## config.mk

```make
export PLATFORM = sky130hd
export DESIGN_NAME = spi_slave_flat
export DESIGN_NICKNAME = d
export VERILOG_FILES = /design/src/rtl/spi_slave_if.sv /design/src/rtl/spi_slave.sv /design/src/flat_wrapper.sv
export SDC_FILE = /design/constraint.sdc
export NUM_CORES = 1
export LEC_CHECK = 0
export ABC_AREA = 1
export CAP_MARGIN = 0
export CELL_PAD_IN_SITES_DETAIL_PLACEMENT = 1
export CELL_PAD_IN_SITES_GLOBAL_PLACEMENT = 1
export CORE_AREA = 3 3 56 96
export DETAILED_ROUTE_END_ITERATION = 8
export DIE_AREA = 0 0 59 99
export GPL_ROUTABILITY_DRIVEN = 0
export PLACE_DENSITY_LB_ADDON = 0.1
export SYNTH_ARGS = -nofsm -noshare
export SYNTH_HDL_FRONTEND = slang
export SYNTH_SLANG_ARGS = --single-unit
```

## constraint.sdc

```tcl
create_clock -name clk -period 3.2 [get_ports clk]
set_input_delay 0.64 -clock clk [delete_from_list [all_inputs] [get_ports clk]]
set_output_delay 0.64 -clock clk [all_outputs]
set_load 0.02 [all_outputs]
```

## src/rtl/spi_slave_if.sv

```systemverilog
// spi_slave_if: SPI pins plus the local transmit/receive port of the SPI responder
interface spi_slave_if #(parameter int WIDTH = 8);
  logic sck, ss, mosi, miso;
  logic tx_load, tx_ready, rx_valid, underrun, busy;
  logic [WIDTH-1:0] tx_data, rx_data;
  modport master (
    output sck, ss, mosi, tx_data, tx_load,
    input miso, tx_ready, rx_data, rx_valid, underrun, busy
  );
  modport slave (
    input sck, ss, mosi, tx_data, tx_load,
    output miso, tx_ready, rx_data, rx_valid, underrun, busy
  );
endinterface

```

## src/rtl/spi_slave.sv

```systemverilog
// spi_slave: SPI mode-0 responder with synchronized pins and a one-deep transmit buffer
module spi_slave #(
  parameter int WIDTH = 8,
  parameter int SYNC_STAGES = 2
) (
  input logic clk,
  input logic rst,
  spi_slave_if.slave bus
);
  localparam logic [0:0] IDLE = 1'b0;
  localparam logic [0:0] ACTIVE = 1'b1;
  localparam int CW = WIDTH > 1 ? $clog2(WIDTH) : 1;
  logic [SYNC_STAGES-1:0] sck_q, ss_q, mosi_q;
  logic sck_s, ss_s, mosi_s, sck_d, ss_d;
  logic sck_rise, sck_fall, ss_rise, ss_fall;
  logic [0:0] state;
  logic active, reload, load_ok, last_bit, word_done, tx_full;
  logic [CW-1:0] bit_cnt;
  logic [WIDTH-1:0] tx_buf, tx_sh, rx_sh, shift_in;
  assign sck_s = sck_q[SYNC_STAGES-1];
  assign ss_s = ss_q[SYNC_STAGES-1];
  assign mosi_s = mosi_q[SYNC_STAGES-1];
  assign sck_rise = sck_s & ~sck_d;
  assign sck_fall = ~sck_s & sck_d;
  assign ss_rise = ss_s & ~ss_d;
  assign ss_fall = ~ss_s & ss_d;
  assign active = state == ACTIVE;
  assign last_bit = bit_cnt == CW'(WIDTH - 1);
  assign load_ok = bus.tx_load & ~tx_full;
  // A falling SCK at bit 0 is a word boundary inside the frame; SS release wins over it
  assign reload = (~active & ss_fall) | (active & ~ss_rise & sck_fall & bit_cnt == '0);
  assign word_done = active & ~ss_rise & sck_rise & last_bit;
  assign shift_in = {rx_sh[WIDTH-2:0], mosi_s};
  assign bus.miso = active & tx_sh[WIDTH-1];
  assign bus.tx_ready = ~tx_full;
  assign bus.busy = active;
  always_ff @(posedge clk) begin
    if (rst) begin
      sck_q <= '0;
      ss_q <= '0;
      mosi_q <= '0;
      sck_d <= 1'b0;
      ss_d <= 1'b0;
      state <= IDLE;
      bit_cnt <= '0;
      tx_full <= 1'b0;
      tx_buf <= '0;
      tx_sh <= '0;
      rx_sh <= '0;
      bus.rx_data <= '0;
      bus.rx_valid <= 1'b0;
      bus.underrun <= 1'b0;
    end else begin
      sck_q <= {sck_q[SYNC_STAGES-2:0], bus.sck};
      ss_q <= {ss_q[SYNC_STAGES-2:0], bus.ss};
      mosi_q <= {mosi_q[SYNC_STAGES-2:0], bus.mosi};
      sck_d <= sck_s;
      ss_d <= ss_s;
      bus.rx_valid <= word_done;
      bus.underrun <= reload & ~tx_full;
      // A load coinciding with an empty-buffer reload is kept for the following word
      tx_full <= reload ? load_ok : (tx_full | load_ok);
      if (load_ok) tx_buf <= bus.tx_data;
      if (reload) tx_sh <= tx_full ? tx_buf : '0;
      else if (active & sck_fall) tx_sh <= tx_sh << 1;
      if (~active & ss_fall) begin
        state <= ACTIVE;
        bit_cnt <= '0;
      end else if (active & ss_rise) begin
        state <= IDLE;
        bit_cnt <= '0;
      end else if (active & sck_rise) begin
        rx_sh <= shift_in;
        bit_cnt <= last_bit ? '0 : bit_cnt + 1'b1;
      end
      if (word_done) bus.rx_data <= shift_in;
    end
  end
endmodule

```

## src/flat_wrapper.sv

```systemverilog
// flat-port wrapper written by rule: the top's interface ports become plain ports
module spi_slave_flat 
#(
  parameter int WIDTH = 8,
  parameter int SYNC_STAGES = 2
)
  (clk, rst, bus_sck, bus_ss, bus_mosi, bus_tx_data, bus_tx_load, bus_miso, bus_tx_ready, bus_rx_data, bus_rx_valid, bus_underrun, bus_busy);
  spi_slave_if #(.WIDTH(WIDTH)) bus_i ();
  input logic clk;
  input logic rst;
  input wire logic [$bits(bus_i.sck)-1:0] bus_sck;
  input wire logic [$bits(bus_i.ss)-1:0] bus_ss;
  input wire logic [$bits(bus_i.mosi)-1:0] bus_mosi;
  input wire logic [$bits(bus_i.tx_data)-1:0] bus_tx_data;
  input wire logic [$bits(bus_i.tx_load)-1:0] bus_tx_load;
  output wire logic [$bits(bus_i.miso)-1:0] bus_miso;
  output wire logic [$bits(bus_i.tx_ready)-1:0] bus_tx_ready;
  output wire logic [$bits(bus_i.rx_data)-1:0] bus_rx_data;
  output wire logic [$bits(bus_i.rx_valid)-1:0] bus_rx_valid;
  output wire logic [$bits(bus_i.underrun)-1:0] bus_underrun;
  output wire logic [$bits(bus_i.busy)-1:0] bus_busy;
  assign bus_i.sck = bus_sck;
  assign bus_i.ss = bus_ss;
  assign bus_i.mosi = bus_mosi;
  assign bus_i.tx_data = bus_tx_data;
  assign bus_i.tx_load = bus_tx_load;
  assign bus_miso = bus_i.miso;
  assign bus_tx_ready = bus_i.tx_ready;
  assign bus_rx_data = bus_i.rx_data;
  assign bus_rx_valid = bus_i.rx_valid;
  assign bus_underrun = bus_i.underrun;
  assign bus_busy = bus_i.busy;
  spi_slave #(.WIDTH(WIDTH), .SYNC_STAGES(SYNC_STAGES)) u_core (.clk(clk), .rst(rst), .bus(bus_i));
endmodule
```

==> impl_metrics.toml <==
[global_route]
grt_first_pass_wirelength_um = 7600
grt_usage_pct = 17.1
antenna_found_initial = 0
gr-total-overflow = 0
grt_max_degree = 21
grt_pass1_vias = 1739

[floorplanning]
rows = 33
pin_count = 27
coreArea_mm2 = 0.00471
initial_core_util_pct = 40.2
die_y_um = 99
dieWidth_um = 59
die_area_mm2 = 0.00584

[routing]
drtPass1Iterations = 4
drtAntennaViolNets = 0
wl_per_cell_um = 12.7
wl_um = 4350
drt_iter0_markers = 41
remaining_drc_errors = 0
vias = 1686
routed_via_density = 4.92

[clock_network]
post_cts_buffers = 0
clockRootBuffer = "clkbuf_8"
cts_resized = 0
htree_num_levels = 2
cts_buffers = 5
insertion_delay_ns = 0.30
cts_tree = "built"
clk_path_buf_depth = 2
clock-sinks = 46
path_clk_slew_ns = 0.08
cts-hold-fix-buffers = 0

[sta]
slew_headroom_pct = 47.9
setup_ws_ns = 1.08
drv_slew = 0
fin_crit_ns = 2.12
setup-violations-final = 0
fin_tns_setup_ns = 0
finalCritPeriodShare_pct = 66.3
fmax_mhz = 471
finalClockSkew_ns = 0.00597
grt_setup_unrepaired = "false"
finalHoldViolCount = 0
tightest_slew_ns = 0.780
whs_ns = 0.415

[layout]
nFillCells = 622
seq_area_um2 = 921
drive_gt1_share_pct = 5.50
syn_to_final_growth_pct = 22.0
fin_util_pct = 49.0
final_cell_count_no_fill = 343
num-nets-final = 307
multi_input_area_um2 = 782
diodes = 0
fin_area_mm2 = 0.00231

[worst_hold_path]
hp-class = "flop to flop"

[critical_path]
cp.arrival_ns = 1.48
crit_fanout = 7
startpoint_type = "flop"
crit_required_ns = 2.56
endpoint_kind = "primary output"
path_class = "flop to primary output"

[power_and_ir_drop]
ir_worst_vdd_uv = 347
total_power_mw = 1.09
powerDensity_mw_per_mm2 = 475
p_leak_nw = 1.13

[place]
dp_slack_ns = 1.00
dp_cells = 335
dp_hpwl_um = 3190
dpl_cell_area_mm2 = 0.00220
portBuffers = 26

[yosys]
syn_inst = 262
avgSynthCellArea_um2 = 7.22
ys_seq_elements = 46
yosysWarnings = 0
synth.distinct_cells = 21
synthesis.area_mm2 = 0.00189
synth_nets = 279
seq_area_frac_synth_pct = 48.7

[status]
status = "completed"

[flow_run]
drv_cap = 0
## critical path, stage by stage, from the launching register on
cell	delay, ns
dfxtp_1	0.46
nand2_1	0.08
inv_1	0.05
clkdlybuf4s50_1	0.59
## cell type report
class / instances / share of cell area (%)
clock buffers: 8 / 4.77
multi-input cells: 168 / 33.9
repair buffers: 28 / 11.9
flip-flops and latches: 46 / 39.9
inverters: 41 / 6.67
well taps: 52 / 2.82
## path summary, 6_finish.rpt
path | from | end | slack [ns] | depth (start not counted)
hold reg to reg | u_core.sck_q[0] | u_core.sck_q[1] | 0.41 | 2
hold / removal | u_core.sck_q[0] | u_core.sck_q[1] | 0.41 | 2
setup / recovery | u_core.bus.busy | bus_miso | 1.08 | 3
setup reg to reg | u_core.bus.busy | u_core.tx_sh[7] | 1.30 | 6
## sequential cells by signal (all words and copies together), names as in the netlist
name                 cells
u_core.bus.rx_data       8
u_core.tx_buf            8
u_core.tx_sh             8
u_core.rx_sh             7
u_core.bit_cnt           3
u_core.mosi_q            2
u_core.sck_q             2
u_core.ss_q              2
u_core.bus.busy          1
u_core.bus.rx_valid      1
u_core.bus.underrun      1
u_core.sck_d             1
u_core.ss_d              1
u_core.tx_full           1
## where the power goes
part / total [mW] / switching [mW] / internal, mW
Clock: 0.414 / 0.196 / 0.218
Combinational: 0.0789 / 0.0441 / 0.0347
Sequential: 0.602 / 0.0119 / 0.590
## logic make-up after synthesis
| group | Yosys count | synth area share [%] |
|---|---|---|
| compound gates | 27 | 7.28 |
| fa+ha+maj | 3 | 1.99 |
| buf+inv | 48 | 9.93 |
| flops | 46 | 48.7 |
| simple gates | 138 | 32.1 |
## cells in the final DEF (no fill, tap or decap), drive strengths merged
cell and count:
clkbuf 8, dfxtp 46, nand4 5, nand2 50
nor3 1, nand2b 1, nand3 22, nand3b 1
clkdlybuf4s50 26, o211ai 1, buf 2, o21ai 18
a21oi 8, ha 3, inv 41, nor2 58
## Yosys cell counts, drive strengths merged
master	number	area share (%)
ha	3	2.0
dfxtp	46	49
o21ai	18	4.8
nand2b	1	0.33
a21oi	8	2.1
nand4	5	1.7
clkbuf	3	0.60
nand2	50	11
nor2	58	13
o211ai	1	0.40
buf	4	1.2
inv	41	8.1
nand3	22	6.1
nand3b	1	0.40
nor3	1	0.26
## per-layer routing
metal  wire (µm)  GRT usage [%]
met5           0              0
met4         136           9.42
met3         122           3.93
met2        2360           30.7
met1        1730           17.4
No activity file was read; power rests on OpenSTA's default activity.
